File: src/rtl/rename_checkpoint_unit.sv
// ---------------------------------------------------------------------------
// rename_checkpoint_unit
// Single-issue register renamer sitting between decode and the instruction
// queue. Maps architectural to physical registers through the RMT, hands out
// physical registers from a circular free list, records each displaced
// mapping in an active list so it can be freed at commit, tracks per-phys
// busy bits, and snapshots rename state per branch for one-cycle recovery.
//
// Ports
//   clk, rst              clock / synchronous active-high reset
//   ren_valid/ren_ready   rename handshake with decode
//   ren_uses_rw           instruction writes ren_rw_arch
//   ren_is_branch         instruction needs a checkpoint
//   ren_rs/rt/rw_arch     source / destination architectural registers
//   ren_rs/rt_phys        current mappings of the sources (combinational)
//   ren_rs/rt_busy        busy bits of those mappings, writeback-bypassed
//   ren_rw_phys           free-list head (register allocated on accept)
//   ren_old_phys          mapping of ren_rw_arch before this rename
//   ren_ckpt_id           checkpoint slot a branch would receive
//   wb_valid/wb_phys      writeback clears the busy bit of wb_phys
//   commit_valid          retire the active-list head
//   br_valid/br_mispredict/br_ckpt_id  branch resolution (oldest checkpoint)
//   al_empty              active list holds no instructions
// ---------------------------------------------------------------------------
module rename_checkpoint_unit #(
   parameter int ARCH_REGS = 32,
   parameter int PHYS_REGS = 64,
   parameter int AL_DEPTH  = 32,
   parameter int CKPTS     = 4,
   localparam int AW = $clog2(ARCH_REGS),
   localparam int PW = $clog2(PHYS_REGS),
   localparam int CW = $clog2(CKPTS)
) (
   input  logic          clk,
   input  logic          rst,
   input  logic          ren_valid,
   output logic          ren_ready,
   input  logic          ren_uses_rw,
   input  logic          ren_is_branch,
   input  logic [AW-1:0] ren_rs_arch,
   input  logic [AW-1:0] ren_rt_arch,
   input  logic [AW-1:0] ren_rw_arch,
   output logic [PW-1:0] ren_rs_phys,
   output logic [PW-1:0] ren_rt_phys,
   output logic          ren_rs_busy,
   output logic          ren_rt_busy,
   output logic [PW-1:0] ren_rw_phys,
   output logic [PW-1:0] ren_old_phys,
   output logic [CW-1:0] ren_ckpt_id,
   input  logic          wb_valid,
   input  logic [PW-1:0] wb_phys,
   input  logic          commit_valid,
   input  logic          br_valid,
   input  logic          br_mispredict,
   input  logic [CW-1:0] br_ckpt_id,
   output logic          al_empty
);

   localparam int FL_DEPTH = PHYS_REGS - ARCH_REGS;
   localparam int FW       = $clog2(FL_DEPTH);
   localparam int LW       = $clog2(AL_DEPTH);

   // Ring pointers carry one extra wrap bit so occupancy is simply tail-head,
   // which also makes the free-list count exact after a checkpoint restore.
   // Depths are assumed to be powers of two.
   logic [PW-1:0] rmt_reg        [ARCH_REGS];
   logic          busy_reg       [PHYS_REGS];
   logic [PW-1:0] fl_mem_reg     [FL_DEPTH];
   logic [FW:0]   fl_head_reg, fl_tail_reg, fl_head_next, fl_tail_next;
   logic          al_has_rw_reg  [AL_DEPTH];
   logic [PW-1:0] al_old_reg     [AL_DEPTH];
   logic [LW:0]   al_head_reg, al_tail_reg, al_head_next, al_tail_next;
   logic [PW-1:0] ck_rmt_reg     [CKPTS][ARCH_REGS];
   logic [FW:0]   ck_fl_head_reg [CKPTS];
   logic [LW:0]   ck_al_tail_reg [CKPTS];
   logic [CW:0]   ck_head_reg, ck_tail_reg, ck_head_next, ck_tail_next;

   logic [FW:0]   fl_count;
   logic [LW:0]   al_count;
   logic [CW:0]   ck_count;
   logic [CW-1:0] ck_slot, ck_rel;
   logic          do_mispredict, do_release, accept, do_alloc, do_ckpt;
   logic          do_commit, commit_frees, wb_hit;

   assign fl_count = fl_tail_reg - fl_head_reg;
   assign al_count = al_tail_reg - al_head_reg;
   assign ck_count = ck_tail_reg - ck_head_reg;
   assign ck_slot  = ck_tail_reg[CW-1:0];

   assign do_mispredict = br_valid & br_mispredict;
   assign do_release    = br_valid & ~br_mispredict & (ck_count != '0);
   assign ren_ready     = (fl_count != '0)
                        & (al_count != (LW+1)'(AL_DEPTH))
                        & (~ren_is_branch | (ck_count != (CW+1)'(CKPTS)))
                        & ~do_mispredict;
   assign accept        = ren_valid & ren_ready;
   assign do_alloc      = accept & ren_uses_rw & (ren_rw_arch != '0);
   assign do_ckpt       = accept & ren_is_branch;
   assign do_commit     = commit_valid & (al_count != '0);
   assign commit_frees  = do_commit & al_has_rw_reg[al_head_reg[LW-1:0]];
   assign wb_hit        = wb_valid & (wb_phys != '0);

   // Lookups: sources see the pre-rename RMT, so rs==rw reads the old mapping.
   assign ren_rs_phys  = rmt_reg[ren_rs_arch];
   assign ren_rt_phys  = rmt_reg[ren_rt_arch];
   assign ren_rs_busy  = busy_reg[ren_rs_phys] & ~(wb_hit & (wb_phys == ren_rs_phys));
   assign ren_rt_busy  = busy_reg[ren_rt_phys] & ~(wb_hit & (wb_phys == ren_rt_phys));
   assign ren_rw_phys  = fl_mem_reg[fl_head_reg[FW-1:0]];
   assign ren_old_phys = rmt_reg[ren_rw_arch];
   assign ren_ckpt_id  = ck_slot;
   assign al_empty     = (al_count == '0);

   // Distance from the oldest live checkpoint to the mispredicted one; every
   // checkpoint from that one onward is discarded.
   assign ck_rel = br_ckpt_id - ck_head_reg[CW-1:0];

   always_comb begin
      fl_head_next = fl_head_reg + {{FW{1'b0}}, do_alloc};
      al_tail_next = al_tail_reg + {{LW{1'b0}}, accept};
      ck_tail_next = ck_tail_reg + {{CW{1'b0}}, do_ckpt};
      if (do_mispredict) begin
         fl_head_next = ck_fl_head_reg[br_ckpt_id];
         al_tail_next = ck_al_tail_reg[br_ckpt_id];
         ck_tail_next = ck_head_reg + {1'b0, ck_rel};
      end
      fl_tail_next = fl_tail_reg + {{FW{1'b0}}, commit_frees};
      al_head_next = al_head_reg + {{LW{1'b0}}, do_commit};
      ck_head_next = ck_head_reg + {{CW{1'b0}}, do_release};
   end

   always_ff @(posedge clk) begin
      if (rst) begin
         fl_head_reg <= '0;
         fl_tail_reg <= (FW+1)'(FL_DEPTH);
         al_head_reg <= '0;
         al_tail_reg <= '0;
         ck_head_reg <= '0;
         ck_tail_reg <= '0;
      end else begin
         fl_head_reg <= fl_head_next;
         fl_tail_reg <= fl_tail_next;
         al_head_reg <= al_head_next;
         al_tail_reg <= al_tail_next;
         ck_head_reg <= ck_head_next;
         ck_tail_reg <= ck_tail_next;
      end
   end

   // Free list: freed registers are appended at the tail; reset loads the
   // registers above the architectural range in ascending order.
   always_ff @(posedge clk) begin
      if (rst) begin
         for (int i = 0; i < FL_DEPTH; i++) fl_mem_reg[i] <= PW'(ARCH_REGS + i);
      end else if (commit_frees) begin
         fl_mem_reg[fl_tail_reg[FW-1:0]] <= al_old_reg[al_head_reg[LW-1:0]];
      end
   end

   // Active list and checkpoint side data need no reset: their pointers do.
   always_ff @(posedge clk) begin
      if (!rst && accept) begin
         al_has_rw_reg[al_tail_reg[LW-1:0]] <= do_alloc;
         al_old_reg[al_tail_reg[LW-1:0]]    <= ren_old_phys;
      end
      if (!rst && do_ckpt) begin
         ck_fl_head_reg[ck_slot] <= fl_head_next;
         ck_al_tail_reg[ck_slot] <= al_tail_next;
      end
   end

   generate
      for (genvar gi = 0; gi < ARCH_REGS; gi++) begin : g_rmt
         logic rw_hit;
         assign rw_hit = do_alloc & (ren_rw_arch == AW'(gi));

         always_ff @(posedge clk) begin
            if (rst)
               rmt_reg[gi] <= PW'(gi);
            else if (do_mispredict)
               rmt_reg[gi] <= ck_rmt_reg[br_ckpt_id][gi];
            else if (rw_hit)
               rmt_reg[gi] <= ren_rw_phys;
         end

         // Snapshot holds the RMT as it stands after the branch's own rename.
         for (genvar ci = 0; ci < CKPTS; ci++) begin : g_ck
            always_ff @(posedge clk) begin
               if (!rst && do_ckpt && (ck_slot == CW'(ci)))
                  ck_rmt_reg[ci][gi] <= rw_hit ? ren_rw_phys : rmt_reg[gi];
            end
         end
      end

      // Squashed registers keep a stale busy bit; it is re-set on reallocation.
      for (genvar gi = 0; gi < PHYS_REGS; gi++) begin : g_busy
         always_ff @(posedge clk) begin
            if (rst)
               busy_reg[gi] <= 1'b0;
            else if (do_alloc && (ren_rw_phys == PW'(gi)))
               busy_reg[gi] <= 1'b1;
            else if (wb_hit && (wb_phys == PW'(gi)))
               busy_reg[gi] <= 1'b0;
         end
      end
   endgenerate

endmodule
File: config.mk
export PLATFORM = sky130hd
export DESIGN_NAME = rename_checkpoint_unit
export DESIGN_NICKNAME = d
export VERILOG_FILES = /design/src/rtl/rename_checkpoint_unit.sv
export SDC_FILE = /design/constraint.sdc
export NUM_CORES = 2
export LEC_CHECK = 0
export CORE_UTILIZATION = 55
export DETAILED_ROUTE_END_ITERATION = 8
export PLACE_DENSITY = 0.71
export SETUP_SLACK_MARGIN = 0.5
export SLEW_MARGIN = 30
export SYNTH_ARGS = -nofsm -noshare
export SYNTH_HDL_FRONTEND = slang
export SYNTH_SLANG_ARGS = --single-unit
File: constraint.sdc
create_clock -name clk -period 33.1 [get_ports clk]
set_clock_uncertainty 0.05 [all_clocks]
set_input_delay 6.62 -clock clk [delete_from_list [all_inputs] [get_ports clk]]
set_output_delay 6.62 -clock clk [all_outputs]
set_load 0.1 [all_outputs]
==> run metrics <==
core area between 100000 and 150000 um^2; GPL Wtd Cong approximately 0.95; DP Area around 71000 um^2; Area Growth Syn to Fin 10.7%; Top FF cell, synth edfxtp_1; Starting Density a little under three fifths; root buf cell clkbuf_16; Max Fclk ~0.055 GHz; number of global-route vias before repair 38.8k; CP endpoint kind output port; Final Setup Violations 0; syn avg cell area approximately 17 um^2; Hold Buf Count CTS 0; class of the worst hold path flop to flop; critical path class input pin to output port; fin area 76000 um^2; part of the power in registers 48.4%; I/O Buffers 61; Initial DRT Pass Iterations 8; final hold vios 0; gr ovfl total 0; Reg clk slew, reported paths roughly 0.06 ns; Rows around 130; setup TNS 0 ns; Post-synth top cells edfxtp_1 (1488), mux4_2 (498), nand2_1 (436); crit path max fanout 48; post-CTS resize count 0; failing checks design-rule violations; #FFs+latches synth between 1.5k and 2k; run status finished, violations left; CTS H-tree depth 4; CTS tree yes; Skew-Pair Late Insertion Delay approximately 0.80 ns; CTS Buf Count about 150; worst vdd ir a little under 0.06 mV; period utilization 55.1%; relative slew slack roughly 29%; All-Layer GR Usage ~30%; routed via count about 39k; switching power ~1.2 mW; Slew Limit Fails 0; post-CTS setup buffer count 0; most frequent cell after synthesis edfxtp_1; setup slack after layout 14.86 ns; Max Cap Viol 0; Leakage around 24 nW; area of the mapped netlist roughly 69000 um^2; Post-Place Setup Slack around 15 ns; min Tclk post-route 18.24 ns; Die ar. 126000 um^2; Internal Power approximately 3.4 mW; clk buf depth 3; synth unique cells 70; switching portion of total power between 20% and 30%; PD cells approximately 60 nW/um^2; share of the synthesized area in the top cell type 65.1%; dpl cells around 5.6k; critical path required time ~26 ns; FFs w/ async S/R, synth 0%; cell taking the most area after synthesis edfxtp_1; Area contributors post-synth edfxtp_1 (65%), mux4_2 (16%), mux2_2 (3.2%); Worst R2R Path Depth 15; first-pass GRT wire length about 270 mm; die width ~360 um; Logic pwr share 13.1%; Post-synth EDFFs approximately 1.5k; WP data arrival approximately 12 ns; CTS Sinks roughly 1.5k; antenna violations before repair 8; drt drc 16; layout cells sized above 1 26.4%; Synth Net Count 4123; Worst Hold Path Cells 2; clock share of power between 30% and 40%; Synth Warn # 0; Layout Nets around 4.1k; sequential element share of the synthesized area around 66%; Post-Layout Cell Count around 5.8k; Largest register FFs ~770; DR vias/cell around 6.7; Critical Path Start Type input pin; placed wire-length estimate about 120 mm; post-route ant nets 0; Boundary Pins 62; initial DRC count 5475; Mapped Cells between 4k and 5k; largest net degree at the start of global routing 121; wire per inst between 30 and 40 um; actual slew at the worst max-slew pin between 1 and 1.5 ns; Die H 355 um; DRT Wirelength roughly 180 mm; RSZ-0062 raised after global routing no
-- worst paths after layout --
| kind | startpoint | end | slack (ns) |
|---|---|---|---|
| worst min-delay path | al_head_reg[5] | al_head_reg[5] | 0.49 |
| worst max register to register | fl_head_reg[1] | ck_rmt_reg[0][178] | 26.89 |
| worst min register to register | al_head_reg[5] | al_head_reg[5] | 0.49 |
| worst max-delay path | ren_rt_arch[1] | ren_rt_busy | 14.86 |
-- placed cells by master (no fill, tap or decap), drive strengths merged, types with 11 or more instances in the layout --
master / n
nor4: 12
edfxtp: 1488
a31oi: 27
clkdlybuf4s50: 42
a22oi: 19
xnor2: 23
clkbuf: 185
nand3: 44
a221o: 64
xor2: 13
and3: 11
nor2b: 39
nand2b: 44
mux2i: 77
o21ai: 121
nor3: 22
dfxtp: 30
buf: 110
ha: 25
clkinv: 64
mux4: 502
or2: 15
mux2: 196
bufinv: 16
inv: 49
and2: 44
nand2: 436
nor3b: 12
nor2: 323
a21oi: 72
-- cell families (layout without fill, tap and decap cells) --
kind of cell,after synthesis,count (layout),share of synthesized area (%)
flops,1518,1518,66.0
simple gates,1019,1019,6.62
mux,775,775,20.9
fa+ha+maj,27,27,0.514
xor+xnor,36,36,0.459
other cells,0,1,0
buf+inv,336,473,2.12
compound gates,353,353,3.41
-- metal layers --
layer / global-route usage, % / wire length [um] / vias to the layer above
li1: - / - / 16200
met1: 42.4 / 70400 / 20300
met2: 43.9 / 83400 / 2374
met3: 6.59 / 20400 / 404
met4: 11.0 / 6950 / 12
met5: 0 / 87 / -
-- stage by stage --
stage / utilization, % / power (mW) / hold WS [ns]
4_1_cts: 61.3 / 4.59 / 0.498
5_1_grt: 61.4 / 4.70 / 0.530
3_5_place_dp: 57.2 / 2.85 / 0.481
2_1_floorplan: - / 2.64 / 0.433
3_3_place_gp: 57.2 / 2.84 / 0.456
6_report: 61.4 / 4.58 / 0.490
-- critical path: stages --
cell and delay (ns):
buf_2 0.07, buf_4 0.57, mux4_1 0.65, mux4_2 0.51, mux2i_4 0.15, buf_4 0.46
inv_1 0.42, a211oi_1 0.33, a31oi_1 0.06, o211ai_1 0.19, nand3_1 0.13, o21ai_0 0.10
mux2i_1 0.15, clkdlybuf4s50_1 1.04
-- power groups by stage --
| stage | Clock (mW) | Combinational (mW) | Sequential [mW] |
|---|---|---|---|
| finish | 1.76 | 0.597 | 2.21 |
| global route | 1.85 | 0.626 | 2.22 |
| CTS | 1.78 | 0.594 | 2.21 |
| detailed placement | 0 | 0.592 | 2.25 |
| global placement | 0 | 0.588 | 2.25 |
| floorplan | 0 | 0.401 | 2.24 |
-- cell type report --
cell class,count,area [um^2]
Sequential cell,1518,45300
Tap cell,1637,2050
Multi-Input combinational cell,2210,22100
Inverter,37,139
Timing Repair Buffer,153,1280
Antenna cell,1,2.50
Fill cell,8685,47800
Clock buffer,184,4010
Clock inverter,99,1110
(Power assumes the default switching activity.)
